--- config.mk ---
export PLATFORM = sky130hd
export DESIGN_NAME = fetch_stage
export DESIGN_NICKNAME = d
export VERILOG_FILES = /design/src/rtl/fetch_stage.sv
export SDC_FILE = /design/constraint.sdc
export NUM_CORES = 1
export LEC_CHECK = 0
export CELL_PAD_IN_SITES_DETAIL_PLACEMENT = 1
export CELL_PAD_IN_SITES_GLOBAL_PLACEMENT = 1
export CORE_ASPECT_RATIO = 0.6
export CORE_MARGIN = 4
export CORE_UTILIZATION = 50
export CTS_CLUSTER_DIAMETER = 100
export CTS_CLUSTER_SIZE = 10
export DETAILED_ROUTE_END_ITERATION = 6
export DONT_BUFFER_PORTS = 1
export MAX_ROUTING_LAYER = met4
export PLACE_DENSITY_LB_ADDON = 0.1
export SYNTH_ARGS = -nofsm -noshare
export SYNTH_HDL_FRONTEND = slang
export SYNTH_SLANG_ARGS = --single-unit
--- constraint.sdc ---
create_clock -name clk -period 6.93 [get_ports clk]
set_clock_uncertainty 0.15 [all_clocks]
set_input_delay 1.0395 -clock clk [delete_from_list [all_inputs] [get_ports clk]]
set_output_delay 1.0395 -clock clk [all_outputs]
set_load 0.01 [all_outputs]
--- src/rtl/fetch_stage.sv ---
// Instruction-fetch stage: PC register, IF/ID pipeline register and a one-word
// return buffer for a variable-latency instruction memory (req/ready handshake).
module fetch_stage #(
  parameter int               XLEN      = 32,
  parameter logic [XLEN-1:0]  RESET_PC  = '0,
  parameter logic [31:0]      NOP_INSTR = 32'h0000_0013
) (
  input  logic            clk,
  input  logic            reset,
  input  logic            pc_WriteEnable,
  input  logic            if_id_WriteEnable,
  input  logic            flush,
  input  logic [XLEN-1:0] redirect_pc,
  output logic            imem_req,
  output logic [XLEN-1:0] imem_addr,
  input  logic            imem_ready,
  input  logic [31:0]     imem_rdata,
  output logic [XLEN-1:0] IF_ID_pc,
  output logic [31:0]     IF_ID_instr,
  output logic            IF_ID_valid,
  output logic [31:0]     stall_cycles
);
  typedef enum logic [1:0] {FETCH, HOLD, DROP} state_t;

  state_t          state, state_nx;
  logic [XLEN-1:0] pc, pc_nx, if_id_pc_nx;
  logic [31:0]     instr_nx, buffer, buffer_nx;
  logic            valid_nx;
  logic            advance;

  // A split enable pair counts as a stall: never advance one side alone.
  assign advance   = pc_WriteEnable & if_id_WriteEnable;
  assign imem_req  = (state != HOLD);
  assign imem_addr = pc;

  always_comb begin
    state_nx    = state;
    pc_nx       = pc;
    if_id_pc_nx = IF_ID_pc;
    instr_nx    = IF_ID_instr;
    valid_nx    = IF_ID_valid;
    buffer_nx   = buffer;
    if (flush) begin
      pc_nx       = redirect_pc & ~XLEN'(3);
      if_id_pc_nx = '0;
      instr_nx    = NOP_INSTR;
      valid_nx    = 1'b0;
      buffer_nx   = '0;
      // An unanswered request must be waited out so its word is not mistaken for the target.
      state_nx    = (state == HOLD || imem_ready) ? FETCH : DROP;
    end else begin
      case (state)
        FETCH: begin
          if (imem_ready) begin
            if (advance) begin
              if_id_pc_nx = pc;
              instr_nx    = imem_rdata;
              valid_nx    = 1'b1;
              pc_nx       = pc + XLEN'(4);
            end else begin
              buffer_nx = imem_rdata;
              state_nx  = HOLD;
            end
          end else if (if_id_WriteEnable) begin
            if_id_pc_nx = pc;
            instr_nx    = NOP_INSTR;
            valid_nx    = 1'b0;
          end
        end
        HOLD: begin
          if (advance) begin
            if_id_pc_nx = pc;
            instr_nx    = buffer;
            valid_nx    = 1'b1;
            pc_nx       = pc + XLEN'(4);
            state_nx    = FETCH;
          end
        end
        DROP: begin
          if (imem_ready) state_nx = FETCH;
          if (if_id_WriteEnable) begin
            if_id_pc_nx = pc;
            instr_nx    = NOP_INSTR;
            valid_nx    = 1'b0;
          end
        end
        default: state_nx = FETCH;
      endcase
    end
  end

  always_ff @(posedge clk) begin
    if (reset) begin
      state        <= FETCH;
      pc           <= RESET_PC;
      IF_ID_pc     <= '0;
      IF_ID_instr  <= NOP_INSTR;
      IF_ID_valid  <= 1'b0;
      buffer       <= '0;
      stall_cycles <= '0;
    end else begin
      state       <= state_nx;
      pc          <= pc_nx;
      IF_ID_pc    <= if_id_pc_nx;
      IF_ID_instr <= instr_nx;
      IF_ID_valid <= valid_nx;
      buffer      <= buffer_nx;
      if (!pc_WriteEnable && stall_cycles != 32'hFFFF_FFFF)
        stall_cycles <= stall_cycles + 32'd1;
    end
  end
endmodule

; Word-level counts from Yosys, hierarchy flattened
; Cells that the tools add are included.
[totals]
out_inout_bits = 130
register_bits = 163
word_cells = 60
inputBits = 70
[classes]
addsub = 2
mux = 24
n_reduce_logical = 13
bitwise_logic = 2
eq_ne = 11
[op_table]
columns = cell, count
row1 = two-way mux 32 bit, 10
row2 = case mux 32 bit (3 select lines), 2
row3 = case mux 32 bit (2 select lines), 1
row4 = adder 32 x 1 -> 32 bit (second input constant), 1
row5 = adder 32 x 3 -> 32 bit (second input constant), 1
row6 = != test 32 bit (second input constant), 1
row7 = != test 3 bit (second input constant), 5
row8 = two-way mux 2 bit, 6
row9 = case mux 2 bit (3 select lines), 1
row10 = AND reduction 3 bit, 2
row11 = nonzero test 3 bit, 2
row12 = != test 2 bit (second input constant), 2
row13 = AND reduction 2 bit, 2
row14 = AND reduction 4 bit, 1
row15 = two-way mux 1 bit, 3
row16 = case mux 1 bit (3 select lines), 1
row17 = == test 2 x 1 -> 1 bit (second input constant), 1
row18 = == test 2 bit (second input constant), 1
row19 = logical NOT 2 bit, 1
row20 = != test 2 x 1 -> 1 bit (second input constant), 1
row21 = nonzero test 2 bit, 1
row22 = OR reduction 2 bit, 1
row23 = bitwise AND 1 bit, 1
row24 = logical AND 1 bit, 1
row25 = 3 further kinds, 3

; Logic depth before layout (Yosys ltp)
[depth]
ltp_word = 5
ltp_mapped = 9
mapped_depth_nobuf = 7

; Worst setup path after synthesis
; Ideal clock, no wire load.
[synth_path]
kind = input port to flip-flop
startpoint = input if_id_WriteEnable
endpoint = register IF_ID_instr[21]
slack_ns = 4.276
setup_time_ns = 0.128
path_buffers = 3
path_stages = 8
arrival_ns = 2.376
t_required_ns = 6.652
cell_sequence = clkbuf_2 > nand2_1 > a21oi_1 > o21ai_0 > clkbuf_1 > clkbuf_1 > a22oi_1 > nor2_1
[synth_between]
elab_chain_len = 3
elab_cells_between_ends = 7
cone_classes = eq/ne (2) / mux (3) / bitwise (1) / reduce/logical (1)
[synth_lines]
columns = element, line_no
row1 = "start, declared", 11  ; input logic if_id_WriteEnable,
row2 = bitwise AND 1 bit or two-way mux 32 bit (tied branches), n/a
row3 = "!= test 3 bit (no line), or another cell as far along", n/a
row4 = AND reduction 3 bit (no line) or case mux 32 bit (3 select lines) (tied branches), n/a
row5 = "end signal, assigned", 105  ; IF_ID_instr <= instr_nx;
row6 = "end, declared", 19  ; output logic [31:0] IF_ID_instr,
; Parallel ways exist; a longest one is shown, timed or not.
; A chain may end at the register's enable or synchronous reset.

; Worst setup path in the final report
[layout_path]
startpoint = register state[0]
endpoint = register IF_ID_pc[6]
[layout_between]
elab_chain_len = 2
elab_cells_between_ends = 5
cone_classes = eq/ne (2) / mux (1) / reduce/logical (2)
[layout_lines]
columns = element, line_no
row1 = "start, declared", 25  ; state_t state, state_nx;
row2 = "start signal, assigned", 102  ; state <= state_nx;
row3 = "== test 2 bit, or another cell as far along", 52  ; case (state)
row4 = case mux 32 bit (3 select lines) or nonzero test 3 bit (tied branches), n/a
row5 = "end signal, assigned", 104  ; IF_ID_pc <= if_id_pc_nx;
row6 = "end, declared", 18  ; output logic [XLEN-1:0] IF_ID_pc,
; Parallel ways exist; a longest one is shown, timed or not.

==> results.tsv <==
metric	value	unit
status	finished clean	
grt_max_degree	98	
synthArstFlopShare	0	
n_fill_cell	1619	
syn-instance-count	828	
ys_ff_latch	161	
antenna_found_initial	0	
numClockSinks	161	
yosysTopAreaCellShare	0.454	
grt.overflow.total	0	
hold_viol_final	0	
drt_iter0_markers	501	
syn_avg_cell_area	8.58	sq um
synth_top_family_by_area	compound AO/OA/AOI/OAI gates	
cts_root_buf	clkbuf_16	
clkLatencyLatePin	420	ps
wl	21.8	mm
cp_data_arrival_time	3500	ps
vias	6301	
rsz0062_at_grt	no	
post_cts_resized	0	
worstSetupEndpointType	flop	
min_period	3300	ps
path_clk_slew	70	ps
hpwl	14.7	mm
p_per_area	270	mW/mm^2
rows	33	
ant_nets	0	
h-tree-depth	4	
yosysSeqAreaShare	0.454	
place.gp.congestion	0.798	
holdBufCountCts	0	
holdCritPathClass	reg2reg	
synth_edf_count	0	
clockBufferDepth	2	
synthXorXnorAreaFrac	0.0456	
tightest_slew	1170	ps
drive_above_1_share	0.0708	
fin_setup_tns	0	ps
initial_core_util	0.515	
crit_type	reg2reg	
maxCapViolCount	0	
die-width	162	um
design_area	0.00773	sq mm
min_period_over_period	0.477	
relSlewSlack	0.220	
via_per_inst	6.32	
slew_violations	0	
start_kind	flop	
cp_max_fo	20	
synthMuxAreaShare	0.00951	
yosysWarnings	0	
setup_viol	0	
required	7120	ps
wl_per_cell	21.8	um
vdd_drop_max	0.152	mV
nets	868	
leakage	2.61	nW
core	0.0138	sq mm
syn_area	0.00710	sq mm
drc_errors	0	
io_buffers	0	
synth_top_area_cell	dfxtp_1	
grt_pass1_wl	34.6	mm
finish.utilization	0.561	
die_h	100	um
fmaxAchievable	0.303	GHz
drt-pass1-iter-count	5	
die_area	0.0162	sq mm
synth_area_leaders	dfxtp_1 (45%), a22oi_1 (6.2%), nor2_1 (5.4%)	
synth_ff_type	dfxtp_1	
grtUsageTotal	0.271	
postCtsSetupBuffers	0	
synth-adder-area-share	0.0106	
power	0.00209	W
antennaDiodeCount	0	
synth.distinct_cells	56	
grt_pass1_vias	6447	
synth-simple-area-share	0.213	
cts_buffers	17	
synth_compound_area_frac	0.222	
area_growth	8.88	%
ios	200	
cts_tree	yes	
dpl_cell_area	0.00716	sq mm
==> power by group <==
part / internal, W / switching [W]
registers: 0.000953 / 0.0000447
clock network: 0.000492 / 0.000422
logic: 0.0000614 / 0.000118
total: 0.00151 / 0.000585
==> synth_stat cells (3+ instances only) <==
library cell,n
o21ai_0,15
nand2b_1,3
buf_4,3
nand3_1,23
or4_1,11
or3_1,6
a21oi_1,63
nor2_1,103
a21o_1,3
a31oi_1,3
nand4_1,21
o31ai_1,12
ha_1,6
buf_2,3
a22oi_1,59
clkbuf_1,51
dfxtp_1,161
mux2_2,3
a22o_1,29
nor2b_1,4
o22ai_1,4
and4_1,8
a211oi_1,21
nor4_1,7
and2_1,6
and3_1,7
xnor2_1,13
nor3_1,3
xor2_1,24
nor4_4,3
inv_1,13
a221oi_1,4
a221o_1,3
nand2_1,100
==> final timing paths <==
path | startpoint | endpoint | slack (ps) | cells past startpoint
max reg2reg | state[0] | IF_ID_pc[6] | 3630 | 8
min reg2reg | buffer[16] | buffer[16] | 310 | 2
min | buffer[16] | buffer[16] | 310 | 2
max | state[0] | IF_ID_pc[6] | 3630 | 8
==> registers in the layout (all words and copies together) (netlist names) <==
signal        cells
IF_ID_instr      32
IF_ID_pc         32
buffer           32
stall_cycles     32
imem_addr        30
state             2
IF_ID_valid       1
==> cell usage in the layout, fill, tap and decap left out, drive strengths merged, types with 7 or more instances in the layout <==
master	instances
nor2	103
a22o	29
a22oi	59
a21oi	63
and3	7
nor4	11
xor2	24
o31ai	12
nand4	21
a211oi	21
nand2	100
and4	9
dfxtp	161
or4	11
o21ai	15
xnor2	13
buf	7
inv	20
nand3	23
clkbuf	19
==> stage by stage <==
step | setup slack [ps] | hold WS [ps] | std cells
final | 3630 | 307 | 997
after global routing | 3430 | 331 | 997
after CTS | 3650 | 309 | 997
after detailed placement | 3440 | 299 | 965
after global placement | 3620 | 291 | 965
after floorplan | 4280 | 286 | 829
==> kinds of logic (layout without fill, tap and decap cells) <==
family | after synthesis | count (layout)
buffers and inverters | 77 | 53
AOI/OAI and AO/OA | 228 | 228
adders and majority gates | 6 | 6
xor gates and xnor gates | 37 | 37
other | 1 | 2
and+or+nand+nor | 312 | 312
DFF | 161 | 161
muxes | 6 | 6
==> worst max-delay path: stages (launching register included) <==
cell	delay (ps)
dfxtp_1	370
inv_1	90
ha_1	360
nor2b_2	660
o21ai_0	310
a211oi_4	610
buf_4	370
a22oi_1	140
nor2_1	170
==> per-layer routing <==
metal | up-vias | GRT usage | wire, um
met1 | 3159 | 0.332 | 9380
met5 | - | - | 0
met4 | 0 | 0.0741 | 301
li1 | 2919 | - | -
met2 | 194 | 0.435 | 10300
met3 | 29 | 0.0866 | 1770
==> final cells by class <==
class                           instances  area [sq um]  share of cell area
Clock buffer                           19           453              0.0586
Clock inverter                         13           118              0.0152
Inverter                               14          52.6             0.00680
Multi-Input combinational cell        591          3590               0.465
Sequential cell                       161          3220               0.417
Tap cell                              192           240              0.0311
Timing Repair Buffer                    7          52.6             0.00680
Power figures use the tool's default switching activity.
